File: src/rtl/csel_pkg.sv
// Shared helpers for the pipelined carry-select adder: block counting and
// the legality rule for WIDTH/BLK/STAGES combinations.
package csel_pkg;

  function automatic int nblk(input int width, input int blk);
    return width / blk;
  endfunction

  function automatic bit cfg_ok(input int width, input int blk, input int stages);
    return (blk > 0) && (stages > 0) && ((width % (blk * stages)) == 0);
  endfunction

endpackage

File: src/rtl/csel_block.sv
// One carry-select block: two precomputed sums (carry-in 0 and 1) and a
// mux driven by the incoming select carry.
module csel_block #(
  parameter int BLK = 4
) (
  input  logic [BLK-1:0] a,
  input  logic [BLK-1:0] b,
  input  logic           cin,
  output logic [BLK-1:0] s,
  output logic           cout
);

  logic [BLK:0] w_r0;
  logic [BLK:0] w_r1;

  assign w_r0 = {1'b0, a} + {1'b0, b};
  assign w_r1 = {1'b0, a} + {1'b0, b} + {{BLK{1'b0}}, 1'b1};

  assign s    = cin ? w_r1[BLK-1:0] : w_r0[BLK-1:0];
  assign cout = cin ? w_r1[BLK]     : w_r0[BLK];

endmodule

File: src/rtl/csel_adder_pipe.sv
// Pipelined carry-select adder/subtractor. Stage k adds bit slice k; lower
// result slices and the still-unprocessed upper operand bits ride along.
module csel_adder_pipe
  import csel_pkg::*;
#(
  parameter int WIDTH  = 32,
  parameter int BLK    = 4,
  parameter int STAGES = 2
) (
  input  logic             clk,
  input  logic             rst_n,
  input  logic             in_valid,
  output logic             in_ready,
  input  logic [WIDTH-1:0] a,
  input  logic [WIDTH-1:0] b,
  input  logic             c_in,
  input  logic             sub,
  output logic             out_valid,
  input  logic             out_ready,
  output logic [WIDTH-1:0] sum,
  output logic             c_out,
  output logic             ovf
);

  localparam int S  = WIDTH / STAGES;
  localparam int NB = nblk(S, BLK);

  if (!cfg_ok(WIDTH, BLK, STAGES)) begin : g_cfg_check
    $fatal(1, "csel_adder_pipe: WIDTH must be a multiple of BLK*STAGES");
  end

  // Handshake: a transfer happens on a rising edge where valid && ready.
  // The whole pipe advances together whenever the output register is empty
  // or being drained, so in_ready is combinational from out_valid/out_ready.
  logic             w_adv;
  logic [WIDTH-1:0] w_b_eff;
  logic             w_cin_eff;

  assign w_adv     = !out_valid || out_ready;
  assign in_ready  = w_adv;
  assign w_b_eff   = sub ? ~b : b;
  assign w_cin_eff = sub ? 1'b1 : c_in;

  for (genvar k = 0; k < STAGES; k++) begin : g_stage
    localparam int IN_W = WIDTH - k * S;

    logic [IN_W-1:0]      w_a;
    logic [IN_W-1:0]      w_b;
    logic                 w_cin;
    logic                 w_vin;
    logic [NB:0]          w_cc;
    logic [S-1:0]         w_slice;
    logic [(k+1)*S-1:0]   w_s_next;
    logic [(k+1)*S-1:0]   r_s;
    logic                 r_c;
    logic                 r_v;

    if (k == 0) begin : g_first
      assign w_a      = a;
      assign w_b      = w_b_eff;
      assign w_cin    = w_cin_eff;
      assign w_vin    = in_valid;
      assign w_s_next = w_slice;
    end else begin : g_next
      assign w_a      = g_stage[k-1].g_fwd.r_a;
      assign w_b      = g_stage[k-1].g_fwd.r_b;
      assign w_cin    = g_stage[k-1].r_c;
      assign w_vin    = g_stage[k-1].r_v;
      assign w_s_next = {w_slice, g_stage[k-1].r_s};
    end

    assign w_cc[0] = w_cin;
    for (genvar j = 0; j < NB; j++) begin : g_blk
      csel_block #(.BLK(BLK)) u_blk (
        .a    (w_a[j*BLK +: BLK]),
        .b    (w_b[j*BLK +: BLK]),
        .cin  (w_cc[j]),
        .s    (w_slice[j*BLK +: BLK]),
        .cout (w_cc[j+1])
      );
    end

    always_ff @(posedge clk or negedge rst_n) begin
      if (!rst_n) begin
        r_s <= '0;
        r_c <= 1'b0;
        r_v <= 1'b0;
      end else if (w_adv) begin
        r_s <= w_s_next;
        r_c <= w_cc[NB];
        r_v <= w_vin;
      end
    end

    if (k < STAGES - 1) begin : g_fwd
      logic [IN_W-S-1:0] r_a;
      logic [IN_W-S-1:0] r_b;

      always_ff @(posedge clk or negedge rst_n) begin
        if (!rst_n) begin
          r_a <= '0;
          r_b <= '0;
        end else if (w_adv) begin
          r_a <= w_a[IN_W-1:S];
          r_b <= w_b[IN_W-1:S];
        end
      end
    end else begin : g_last
      logic r_ovf;

      // Same-sign operands producing a differently-signed result.
      always_ff @(posedge clk or negedge rst_n) begin
        if (!rst_n) begin
          r_ovf <= 1'b0;
        end else if (w_adv) begin
          r_ovf <= (w_a[S-1] == w_b[S-1]) && (w_slice[S-1] != w_a[S-1]);
        end
      end
    end
  end

  assign out_valid = g_stage[STAGES-1].r_v;
  assign sum       = g_stage[STAGES-1].r_s;
  assign c_out     = g_stage[STAGES-1].r_c;
  assign ovf       = g_stage[STAGES-1].g_last.r_ovf;

endmodule

File: config.mk
export PLATFORM = sky130hd
export DESIGN_NAME = csel_adder_pipe
export DESIGN_NICKNAME = d
export VERILOG_FILES = /design/src/rtl/csel_pkg.sv /design/src/rtl/csel_block.sv /design/src/rtl/csel_adder_pipe.sv
export SDC_FILE = /design/constraint.sdc
export NUM_CORES = 1
export LEC_CHECK = 0
export ABC_AREA = 0
export BUFFER_PORTS_ARGS = -buffer_cell sky130_fd_sc_hd__clkbuf_2
export CAP_MARGIN = 20
export CORE_UTILIZATION = 61
export DETAILED_ROUTE_END_ITERATION = 12
export GPL_ROUTABILITY_DRIVEN = 0
export PLACE_DENSITY = 0.95
export SYNTH_ARGS = -nofsm -noshare
export SYNTH_HDL_FRONTEND = slang
export SYNTH_SLANG_ARGS = --single-unit
File: constraint.sdc
create_clock -name clk -period 4.9 [get_ports clk]
set_input_delay 0.49 -clock clk [delete_from_list [all_inputs] [get_ports clk]]
set_output_delay 0.49 -clock clk [all_outputs]
set_load 0.02 [all_outputs]
# Word-level counts from Yosys, hierarchy flattened

Index checks and enable logic that the tools add are counted.

Reductions and logical operators: 3
Bitwise operators: 1
Add/sub/neg operators: 16
Mux-type cells: 18
Equality and inequality tests: 2

Operators with widths:

| cell                                                          | count |
|---|---|
| 4-bit by 4-bit adder with 5-bit output                        | 8 |
| 5-bit by 1-bit adder with 5-bit output, second input constant | 8 |
| 32-bit 2-to-1 mux                                             | 1 |
| 4-bit 2-to-1 mux                                              | 8 |
| 32-bit NOT                                                    | 1 |
| 1-bit 2-to-1 mux                                              | 9 |
| 1-bit == test                                                 | 1 |
| 1-bit logical AND                                             | 1 |
| 1-bit zero test                                               | 1 |
| 1-bit logical OR                                              | 1 |
| 1-bit != test                                                 | 1 |

Output and inout bits: 36
Word-level logic and storage cells: 49
Input bits: 70
Bits in registers: 85

# Logic depth before layout (Yosys ltp)

Gate-level depths: netlist (run 1).

Depth in word-level cells: 8
Mapped depth: 16
Depth with buffers taken out: 14

# By module

From an unflattened synthesis (run 1), not the netlist that was laid out.

Cell total of the unflattened synthesis: 417
Area total of the unflattened synthesis: 5547.8 sq um

Modules (own cells, without submodules):

| module                                      | area an instance (sq um) | seq. area each (sq um) | cells an instance | instances |
|---|---|---|---|---|
| csel_adder_pipe                             | 3661.0                   | 2127.0                 | 221               | 1 |
| csel_block at g_stage[0].g_blk[0].u_blk ... | 242.7                    | 0.0                    | 25                | 4 |
| csel_block at g_stage[0].g_blk[2].u_blk ... | 229.0                    | 0.0                    | 24                | 4 |

# Least setup slack after synthesis (run 1)

Ideal clock, no wire load.

Path type: input -> register
Start: input sub
End: register g_stage[0].r_s[11]
Path buffers: 2
Required time: 4818 ps
Cell stages on the path: 16
Setup time: 82 ps
Data arrival time: 3866 ps
Path slack: 952 ps
Cells stage by stage: buf_4 > buf_1 > xor2_1 > ha_1 > inv_1 > fa_1 > inv_1 > ha_1 > o21a_1 > nand2_1 > o21a_1 > o311ai_4 > nor2_1 > xnor2_1 > or4_1 > a31oi_1

Cells in the longest elaborated chain, start to end: 6

RTL lines:

| what                                   | RTL line                           | text |
|---|---|---|
| start, declared                        | csel_adder_pipe.sv:17              | `input logic sub,` |
| 32-bit 2-to-1 mux                      | csel_adder_pipe.sv:41              | `assign w_b_eff = sub ? ~b : b;` |
| 4-bit by 4-bit adder with 5-bit output | csel_block.sv:16, csel_block.sv:17 |  |
| 5-bit by 1-bit adder with 5-bit output | csel_block.sv:17                   | `assign w_r1 = {1'b0, a} + {1'b0, b} + {{BLK{1'b0}}, 1'b1};` |
| 1-bit 2-to-1 mux (2 in a row)          | csel_block.sv:20                   | `assign cout = cin ? w_r1[BLK] : w_r0[BLK];` |
| 4-bit 2-to-1 mux *                     | csel_block.sv:19                   | `assign s = cin ? w_r1[BLK-1:0] : w_r0[BLK-1:0];` |
| end signal, assigned                   | csel_adder_pipe.sv:89              | `r_s <= w_s_next;` |
| end, declared                          | csel_adder_pipe.sv:54              | `logic [(k+1)*S-1:0] r_s;` |

Every way passes the cells marked *; elsewhere a longest branch is shown, timed or not.
A chain may end at the register's enable or synchronous reset.

# Final worst setup path (run 1)

Start: input sub
End: register g_stage[0].r_s[13]

Cells in the longest elaborated chain, start to end: 7

RTL lines:

| what                                   | RTL line |
|---|---|
| 32-bit 2-to-1 mux                      | csel_adder_pipe.sv:41 |
| 4-bit by 4-bit adder with 5-bit output | csel_block.sv:16, csel_block.sv:17 |
| 5-bit by 1-bit adder with 5-bit output | csel_block.sv:17 |
| 1-bit 2-to-1 mux (3 in a row)          | csel_block.sv:20 |
| 4-bit 2-to-1 mux *                     | csel_block.sv:19 |

Marked as above.

==> flow_metrics.env, run 1 <==
export IMPL_result_of_the_run="completed"
export IMPL_master_of_the_slowest_instance_on_the_critical_path="sky130_fd_sc_hd__fa_1"
export IMPL_clock_latency_ps=360
export IMPL_critical_path_startpoint_type="input pin"
export IMPL_largest_net_degree_at_the_start_of_global_routing=86
export IMPL_ios=106
export IMPL_number_of_synthesized_flops_with_an_enable_pin=0
export IMPL_root_buffer_cell="sky130_fd_sc_hd__clkbuf_8"
export IMPL_period_minus_slack_ps=3780
export IMPL_postCtsResizedCells=0
export IMPL_timing_setup_critical_path_class="input pin to flop"
export IMPL_vias=4488
export IMPL_grt_setup_unrepaired="false"
export IMPL_pwr_share_comb_pct=42.0
export IMPL_clock_sink_count=85
export IMPL_rrSetupSlack_ps=1510
export IMPL_cpPeakStageDelay_ps=470
export IMPL_ys_warnings_count=0
export IMPL_synth_seq_area_share_pct=39.0
export IMPL_synth_net_count=713
export IMPL_die_h_microns=96.5
export IMPL_postRouteWirelength_mm=11.6
export IMPL_path_buf_inv=3
export IMPL_synth_cells_most_frequent="145 x sky130_fd_sc_hd__nand2_1, 85 x sky130_fd_sc_hd__dfrtp_1, 44 x sky130_fd_sc_hd__xnor2_1"
export IMPL_finalNetCount=809
export IMPL_initialDrtViolationCount=142
export IMPL_slew_headroom_pct=38.1
export IMPL_drt_wirelength_per_cell_microns=14.4
export IMPL_timing_critical_path_arrival_ps=4000
export IMPL_power_clock_fraction_pct=22.2
export IMPL_synth_most_common_cell="sky130_fd_sc_hd__nand2_1"
export IMPL_grtUsageTotal_pct=26.7
export IMPL_cellLeakagePower_nw=3.13
export IMPL_grt_pass1_vias=4425
export IMPL_netlist_area_leader_share_pct=39.0
export IMPL_post_cts_repair_setup_buffers=0
export IMPL_number_of_failing_hold_endpoints_at_the_final_stage=0
export IMPL_cp_required_ps=5120
export IMPL_row_count=34
export IMPL_synth_async_sr_flop_share_pct=100
export IMPL_synth_top_cells_by_area="sky130_fd_sc_hd__dfrtp_1 39%, sky130_fd_sc_hd__nand2_1 10%, sky130_fd_sc_hd__ha_1 9.2%, sky130_fd_sc_hd__xnor2_1 7.1%, sky130_fd_sc_hd__xor2_1 4.8%"
export IMPL_ys_dominant_reg_cell="sky130_fd_sc_hd__dfrtp_1"
export IMPL_antenna_violations_before_repair=0
export IMPL_initial_utilization_pct=62.8
export IMPL_drt_drc_violations_left=0
export IMPL_numPortBuffers=105
export IMPL_p_seq_share_pct=35.7
export IMPL_syn_area_sq_um=5450
export IMPL_ys_ff_latch=85
export IMPL_setup_violations=0
export IMPL_core_sq_um=8680
export IMPL_drt_pass1_iterations=5
export IMPL_clock_skew_ps=8.64
export IMPL_global_route_wire_length_before_repair_mm=19.2
export IMPL_timing_max_cap_violations=0
export IMPL_power_density_nw_per_um2=466
export IMPL_finalCritPeriodShare_pct=77.2
export IMPL_distinct_cell_type_count_after_synthesis=59
export IMPL_fin_setup_tns_ps=0
export IMPL_worst_path_clk_slew_ps=90
export IMPL_final_max_slew_viol_count=0
export IMPL_p_switching_mw=1.15
export IMPL_die_width_microns=96.5
export IMPL_synth_top_area_cell="sky130_fd_sc_hd__dfrtp_1"
export IMPL_syn_avg_cell_area_sq_um=9.16
export IMPL_areaGrowthSynthToFinish_pct=16.3
export IMPL_grt_overflow_total=0
export IMPL_post_synth_inst_count=595
export IMPL_power_switching_fraction_pct=38.9
export IMPL_postCtsHoldBufs=0
export IMPL_path_cells="clkbuf_2 > xor2_1 > ha_1 > inv_1 > fa_1 > inv_1 > ha_1 > o21ai_0 > a2111oi_0 > o31a_1 > nand4b_1 > mux2i_1 > nor3_1 > mux2i_1 > a21oi_1"
export IMPL_antenna_cells=0
export IMPL_clock_tree_buffer_depth=2
export IMPL_hpwl_mm=8.41
export IMPL_detail_route_antenna_nets=0
export IMPL_die_area_sq_um=9320
export IMPL_critical_path_top_delay_family="compound AO/OA/AOI/OAI gates"
export IMPL_power_ir_vdd_worst_uv=177
export IMPL_worstHoldPathType="input pin to async pin"
export IMPL_max_freq_mhz=264
export IMPL_cts_inserted_buffers=9
export IMPL_layout_core_utilization_pct=73.0
export IMPL_final_layout_size_suffix_gt1_share_pct=20.3
export IMPL_power_report_internal_total_mw=1.81
export IMPL_worst_slew_pin_slew_ps=926
export IMPL_htree_num_levels=3
export IMPL_critPathCaptureType="flop"
export IMPL_cts_tree="yes"
export IMPL_critPathMaxFanout=16
export IMPL_post_drt_via_cell_ratio=5.58
[per-stage QoR]
stage	cells	setup slack, ps	instance area [sq um]	power (mW)	hold WS, ps
2_1_floorplan	595	952	5450	1.93	194
3_3_place_gp	787	967	6040	2.22	441
3_5_place_dp	787	786	6040	2.29	462
4_1_cts	803	1170	6310	2.96	313
5_1_grt	804	700	6340	3.17	18.7
6_report	804	1120	6340	2.96	18.6
[worst reg2reg max path: stages (launching register included)]
cell and delay (ps):
sky130_fd_sc_hd__dfrtp_1 400, sky130_fd_sc_hd__ha_1 240, sky130_fd_sc_hd__fa_1 540, sky130_fd_sc_hd__ha_1 220, sky130_fd_sc_hd__inv_1 50, sky130_fd_sc_hd__a211oi_1 170, sky130_fd_sc_hd__or4b_4 520, sky130_fd_sc_hd__nand2_1 140
sky130_fd_sc_hd__mux2i_1 390, sky130_fd_sc_hd__o21a_4 220, sky130_fd_sc_hd__a41oi_1 130, sky130_fd_sc_hd__o31ai_1 280
[worst paths after layout]
path                       cells after the start                     from                       end
max                                           15                      sub        g_stage[0].r_s[13]
min                                            1                    rst_n   g_stage[0].g_fwd.r_b[3]
max reg2reg                                   11  g_stage[0].g_fwd.r_a[4]                     c_out
min reg2reg                                    2                   sum[2]                    sum[2]
max in group asynchronous                      2                    rst_n  g_stage[0].g_fwd.r_b[14]
min in group clk                               3                    a[19]   g_stage[0].g_fwd.r_a[3]
[cells in the final DEF, fill, tap and decap left out, types with 8 or more instances in the layout]
| cell | count |
|---|---|
| sky130_fd_sc_hd__ha_1 | 40 |
| sky130_fd_sc_hd__xor2_1 | 30 |
| sky130_fd_sc_hd__a21o_1 | 11 |
| sky130_fd_sc_hd__inv_1 | 26 |
| sky130_fd_sc_hd__a21oi_1 | 29 |
| sky130_fd_sc_hd__clkbuf_8 | 9 |
| sky130_fd_sc_hd__xnor2_1 | 44 |
| sky130_fd_sc_hd__mux2i_1 | 10 |
| sky130_fd_sc_hd__o21ai_0 | 37 |
| sky130_fd_sc_hd__nor2_1 | 24 |
| sky130_fd_sc_hd__dfrtp_1 | 85 |
| sky130_fd_sc_hd__clkbuf_2 | 104 |
| sky130_fd_sc_hd__fa_1 | 8 |
| sky130_fd_sc_hd__nand2_1 | 145 |
[sequential cells by signal, summed over array words and instances, names as in the netlist]
| register | cells |
|---|---|
| c_out | 1 |
| g_stage.g_fwd.r_a | 16 |
| g_stage.g_fwd.r_b | 16 |
| g_stage.r_c | 1 |
| g_stage.r_s | 16 |
| g_stage.r_v | 1 |
| out_valid | 1 |
| ovf | 1 |
| sum | 32 |
[routing by layer]
layer / up-vias / global-route usage, % / part of all wire (%)
met5: - / 0 / 0
met4: 0 / 11.9 / 3.0
met3: 34 / 4.38 / 4.7
met2: 130 / 47.9 / 51
met1: 2129 / 31.1 / 41
li1: 2195 / - / -
[logic make-up (layout without fill, tap and decap cells)]
kind of cell               count (synthesis)  in the layout  share of synthesized area [%]
buffers and inverters                     51            152                           3.72
adders and majority gates                 48             48                           12.1
AOI/OAI and AO/OA                        105            105                           12.5
xor gates and xnor gates                  76             76                           12.5
muxes                                     13             13                           2.53
DFF                                       85             85                           39.0
and+or+nand+nor                          217            217                           17.7
[power groups by stage]
stage	clock, mW	sequential (mW)	combinational, mW
floorplan	0	1.19	0.746
global placement	0	1.06	1.16
detailed placement	0	1.07	1.22
CTS	0.663	1.06	1.24
global route	0.695	1.08	1.39
finish	0.657	1.06	1.24
[final cells by class]
| class | count | area (sq um) |
|---|---|---|
| Timing Repair Buffer | 109 | 578 |
| Fill cell | 599 | 2340 |
| Inverter | 27 | 101 |
| Clock buffer | 9 | 124 |
| Tap cell | 108 | 135 |
| Multi-Input combinational cell | 459 | 3130 |
| Clock inverter | 7 | 145 |
| Sequential cell | 85 | 2130 |
Power figures use the tool's default switching activity.
==> inputs of run 2 (changes only) <==
Settings changed: CORE_UTILIZATION 61 to 56, PLACE_DENSITY 0.95 to 0.9.
Clock period 4.9 ns to 3.62 ns, I/O delays scaled along.
==> flow_metrics.env, run 2 (same netlist as run 1, synthesis figures left out) <==
export IMPL_initialDrtViolationCount=149
export IMPL_die_h_microns=101
export IMPL_fin_setup_tns_ps=0
export IMPL_crit_end="ovf"
export IMPL_critical_path_startpoint_type="flop"
export IMPL_root_buffer_cell="sky130_fd_sc_hd__clkbuf_8"
export IMPL_drt_pass1_iterations=4
export IMPL_result_of_the_run="complete, but fails checks"
export IMPL_cellLeakagePower_nw=3.10
export IMPL_max_freq_mhz=298
export IMPL_first_element_of_the_critical_path="g_stage[0].g_fwd.r_a[4]"
export IMPL_core_sq_um=9330
export IMPL_cp_required_ps=3870
export IMPL_path_buf_inv=1
export IMPL_grt_busiest_layer="met2"
export IMPL_rrSetupSlack_ps=270
export IMPL_postRouteWirelength_mm=11.3
export IMPL_areaGrowthSynthToFinish_pct=15.8
export IMPL_path_cells="ha_1 > fa_1 > ha_1 > inv_1 > a211oi_1 > or4b_4 > nand2_1 > mux2i_1 > o2111ai_2 > xnor2_1 > o31ai_1"
export IMPL_global_route_usage_met3_pct=3.95
export IMPL_crit_reg2reg_launch="g_stage[0].g_fwd.r_a[4]"
export IMPL_hpwl_mm=8.54
export IMPL_cpPeakStageDelay_ps=570
export IMPL_setup_violations=0
export IMPL_final_common_cell="sky130_fd_sc_hd__nand2_1"
export IMPL_critical_path_top_delay_family="adder cells"
export IMPL_timing_max_cap_violations=0
export IMPL_fill_cells=750
export IMPL_final_max_slew_viol_count=0
export IMPL_die_area_sq_um=10100
export IMPL_finalNetCount=811
export IMPL_r2r_end="ovf"
export IMPL_grt_setup_unrepaired="false"
export IMPL_initial_utilization_pct=58.4
export IMPL_grtUsageTotal_pct=23.7
export IMPL_failing_checks="negative hold slack"
export IMPL_critPathCaptureType="flop"
export IMPL_use_met1_pct=27.7
export IMPL_ios=106
export IMPL_critPathMaxFanout=3
export IMPL_multi_input_area_sq_um=3130
export IMPL_clock_latency_ps=350
export IMPL_period_minus_slack_ps=3350
export IMPL_grt_overflow_total=0
export IMPL_final_layout_size_suffix_gt1_share_pct=20.5
export IMPL_crit_path_most_repeated_cell="sky130_fd_sc_hd__ha_1"
export IMPL_power_density_nw_per_um2=601
export IMPL_fin_worst_hold_slack_ps=-9.94
export IMPL_antenna_violations_before_repair=0
export IMPL_reg2regPathDepth=11
export IMPL_cts_inserted_buffers=9
export IMPL_postCtsResizedCells=0
export IMPL_total_stage_count_of_the_critical_path=11
export IMPL_grt_pass1_vias=4410
export IMPL_postCtsHoldBufs=0
export IMPL_drt_wirelength_per_cell_microns=13.7
export IMPL_htree_num_levels=3
export IMPL_clock_tree_buffer_depth=2
export IMPL_largest_net_degree_at_the_start_of_global_routing=95
export IMPL_layout_common_cells="145 x sky130_fd_sc_hd__nand2_1, 104 x sky130_fd_sc_hd__clkbuf_2, 85 x sky130_fd_sc_hd__dfrtp_1"
export IMPL_worstHoldPathType="input pin to async pin"
export IMPL_post_drt_via_cell_ratio=5.36
export IMPL_drt_drc_violations_left=0
export IMPL_global_route_wire_length_before_repair_mm=19.1
export IMPL_number_of_failing_hold_endpoints_at_the_final_stage=16
export IMPL_worst_path_clk_slew_ps=90
export IMPL_power_ir_vdd_worst_uv=250
export IMPL_grt_met2_use_pct=44.6
export IMPL_timing_critical_path_arrival_ps=3610
export IMPL_max_reg_flops=32
export IMPL_clock_skew_ps=9.07
export IMPL_numPortBuffers=105
export IMPL_master_of_the_slowest_instance_on_the_critical_path="sky130_fd_sc_hd__fa_1"
export IMPL_die_width_microns=101
export IMPL_cts_tree="yes"
export IMPL_row_count=35
export IMPL_vias=4432
export IMPL_post_cts_repair_setup_buffers=0
export IMPL_timing_setup_critical_path_class="flop to flop"
export IMPL_worst_slew_pin_slew_ps=908
export IMPL_area_sequential_sq_um=2130
export IMPL_detail_route_antenna_nets=0
export IMPL_clock_sink_count=85
export IMPL_finalCritPeriodShare_pct=92.7
export IMPL_slew_headroom_pct=39.4
export IMPL_antenna_cells=0
[run 2: area by class of cell]
| class | count | area share (%) |
|---|---|---|
| multi-input cells | 459 | 49.6 |
| repair buffers | 111 | 9.28 |
| inverters | 27 | 1.61 |
| clock inverters | 6 | 1.13 |
| well taps | 129 | 2.56 |
| flip-flops and latches | 85 | 33.7 |
| clock buffers | 10 | 2.18 |
[run 2: worst min path at each step]
stage | start | endpoint | slack, ps | cells past startpoint
global placement | g_stage[0].r_v | out_valid | 440 | 1
CTS | in_valid | g_stage[0].r_v | 190 | 3
finish | rst_n | sum[18] | -10 | 1
detailed placement | sum[13] | sum[13] | 460 | 2
global route | rst_n | sum[18] | 20 | 1
floorplan | rst_n | c_out | 70 | 0
[run 2: routing by layer]
metal	part of all wire [%]	vias up
li1	-	2189
met1	42	2110
met2	53	121
met3	4.4	12
met4	0.91	0
met5	0	-
[run 2: where the power goes]
part,switching [mW],internal (mW),leakage (nW)
Combinational,0.986,0.675,1.99
Sequential,0.194,1.24,1.01
Clock,0.353,0.343,0.0991
[run 2: through the flow]
step	util (%)	total power, mW	area [sq um]	cells	setup slack [ps]
after CTS	67.5	3.82	6290	826	262
after global routing	67.7	4.07	6310	827	101
after detailed placement	65.2	3.11	6080	810	67.1
after floorplan	-	2.61	5450	595	10.6
final	67.7	3.79	6310	827	265
after global placement	65.2	3.01	6080	810	240
==> inputs of run 3 (changes only) <==
Settings changed: PLACE_DENSITY 0.9 to 0.81.
==> flow_metrics.env, run 3 (same netlist as run 1, synthesis figures left out) <==
export IMPL_result_of_the_run="completed"
export IMPL_grtUsageTotal_pct=24.3
export IMPL_initialDrtViolationCount=130
export IMPL_r2r_end="ovf"
export IMPL_clock_latency_ps=350
export IMPL_timing_setup_critical_path_class="input pin to flop"
export IMPL_p_seq_share_pct=37.4
export IMPL_antenna_cells=0
export IMPL_final_layout_size_suffix_gt1_share_pct=20.4
export IMPL_fin_setup_tns_ps=0
export IMPL_total_stage_count_of_the_critical_path=15
export IMPL_worst_hold_path_num_cells=3
export IMPL_final_common_cell="sky130_fd_sc_hd__nand2_1"
export IMPL_timing_critical_path_arrival_ps=3520
export IMPL_die_h_microns=101
export IMPL_drt_wirelength_per_cell_microns=13.9
export IMPL_ios=106
export IMPL_largest_net_degree_at_the_start_of_global_routing=95
export IMPL_rrSetupSlack_ps=350
export IMPL_core_sq_um=9330
export IMPL_vias=4409
export IMPL_cellLeakagePower_nw=3.10
export IMPL_cp_required_ps=3830
export IMPL_cts_tree="yes"
export IMPL_row_count=35
export IMPL_p_switching_mw=1.53
export IMPL_drt_drc_violations_left=0
export IMPL_worst_path_clk_slew_ps=90
export IMPL_worstHoldPathType="input pin to flop"
export IMPL_path_cells="clkbuf_2 > xor2_1 > ha_1 > inv_1 > fa_1 > inv_1 > ha_1 > o21ai_0 > a2111oi_0 > o31a_1 > nand4b_1 > mux2i_1 > nor3_1 > mux2i_1 > a21oi_1"
export IMPL_layout_core_utilization_pct=67.9
export IMPL_grt_pass1_vias=4454
export IMPL_drt_pass1_iterations=4
export IMPL_crit_reg2reg_launch="g_stage[0].g_fwd.r_a[4]"
export IMPL_setup_violations=0
export IMPL_grt_setup_unrepaired="false"
export IMPL_postCtsResizedCells=0
export IMPL_finalNetCount=813
export IMPL_power_switching_fraction_pct=40.5
export IMPL_grt_overflow_total=0
export IMPL_critPathCaptureType="flop"
export IMPL_area_sequential_sq_um=2130
export IMPL_finalCritPeriodShare_pct=91.2
export IMPL_numPortBuffers=105
export IMPL_postRouteWirelength_mm=11.5
export IMPL_cts_inserted_buffers=9
export IMPL_max_reg_flops=32
export IMPL_antenna_violations_before_repair=0
export IMPL_final_max_slew_viol_count=0
export IMPL_multi_input_area_sq_um=3130
export IMPL_post_drt_via_cell_ratio=5.32
export IMPL_initial_utilization_pct=58.4
export IMPL_timing_hold_worst_start="a[20]"
export IMPL_worst_slew_pin_slew_ps=881
export IMPL_critPathMaxFanout=7
export IMPL_power_ir_vdd_worst_uv=286
export IMPL_die_area_sq_um=10100
export IMPL_power_clock_fraction_pct=18.1
export IMPL_path_buf_inv=3
export IMPL_pwr_share_comb_pct=44.5
export IMPL_timing_max_cap_violations=0
export IMPL_max_freq_mhz=303
export IMPL_power_report_internal_total_mw=2.26
export IMPL_whs_endpoint="g_stage[0].g_fwd.r_a[4]"
export IMPL_critical_path_startpoint_type="input pin"
export IMPL_root_buffer_cell="sky130_fd_sc_hd__clkbuf_8"
export IMPL_power_density_nw_per_um2=599
export IMPL_hpwl_mm=8.40
export IMPL_layout_common_cells="145 x sky130_fd_sc_hd__nand2_1, 104 x sky130_fd_sc_hd__clkbuf_2, 85 x sky130_fd_sc_hd__dfrtp_1"
export IMPL_clock_skew_ps=9.35
export IMPL_critical_path_top_delay_family="compound AO/OA/AOI/OAI gates"
export IMPL_htree_num_levels=3
export IMPL_reg2regPathDepth=11
export IMPL_cpPeakStageDelay_ps=510
export IMPL_detail_route_antenna_nets=0
export IMPL_areaGrowthSynthToFinish_pct=16.1
export IMPL_period_minus_slack_ps=3300
export IMPL_master_of_the_slowest_instance_on_the_critical_path="sky130_fd_sc_hd__a2111oi_0"
export IMPL_global_route_wire_length_before_repair_mm=19.5
export IMPL_number_of_failing_hold_endpoints_at_the_final_stage=0
export IMPL_fill_cells=771
export IMPL_clock_tree_buffer_depth=2
export IMPL_slew_headroom_pct=41.3
export IMPL_clock_sink_count=85
export IMPL_die_width_microns=101
[run 3: metal layers]
metal | GRT usage, % | vias up | part of all wire (%)
li1 | - | 2196 | -
met1 | 29.7 | 2111 | 45
met2 | 44.1 | 90 | 50
met3 | 3.05 | 12 | 3.5
met4 | 8.81 | 0 | 1.5
met5 | 0 | - | 0
[run 3: repair_timing]
action                    CTS  global route
hold buffers                0             1
buffers inserted            0             0
hold endpoints to repair    0            22
[run 3: layout make-up]
class / instances / share of cell area, %
Inverter: 27 / 1.60
Clock buffer: 11 / 2.23
Sequential cell: 85 / 33.6
Timing Repair Buffer: 113 / 9.65
Multi-Input combinational cell: 459 / 49.4
Clock inverter: 5 / 0.949
Tap cell: 129 / 2.55
[run 3: how the worst max path moves through the flow]
stage | endpoint | start | slack (ps)
floorplan | g_stage[0].r_s[11] | sub | 10
finish | g_stage[0].r_s[13] | sub | 320
detailed placement | g_stage[0].r_s[13] | sub | 50
global placement | g_stage[0].r_s[13] | sub | 240
global route | ovf | g_stage[0].g_fwd.r_a[4] | 120
CTS | ovf | g_stage[0].g_fwd.r_a[4] | 340
[run 3: worst register-to-register path, delay by kind of cell (launching register included)]
kind | cells | cell delay (ps)
xor+xnor | 1 | 180
flops | 1 | 390
compound gates | 3 | 550
fa+ha+maj | 3 | 980
buf+inv | 1 | 50
simple gates | 2 | 640
mux | 1 | 360
[run 3: power by group through the flow]
stage                     combinational (mW)  clock (mW)  sequential (mW)
final                                   1.69       0.685             1.42
after CTS                               1.69       0.700             1.42
after global routing                    1.87       0.742             1.45
after detailed placement                1.67           0             1.43
after global placement                  1.61           0             1.42
after floorplan                         1.01           0             1.60
[run 3: per-stage QoR]
step                cell area [sq um]  power, mW  hold slack (ps)  std cells  setup WS, ps
floorplan                        5450       2.61             66.4        595          10.6
global placement                 6090       3.03              440        811           237
detailed placement               6090       3.11              444        811          48.9
CTS                              6290       3.81              188        827           337
global route                     6330       4.06              187        829           122
finish                           6330       3.79              200        829           317
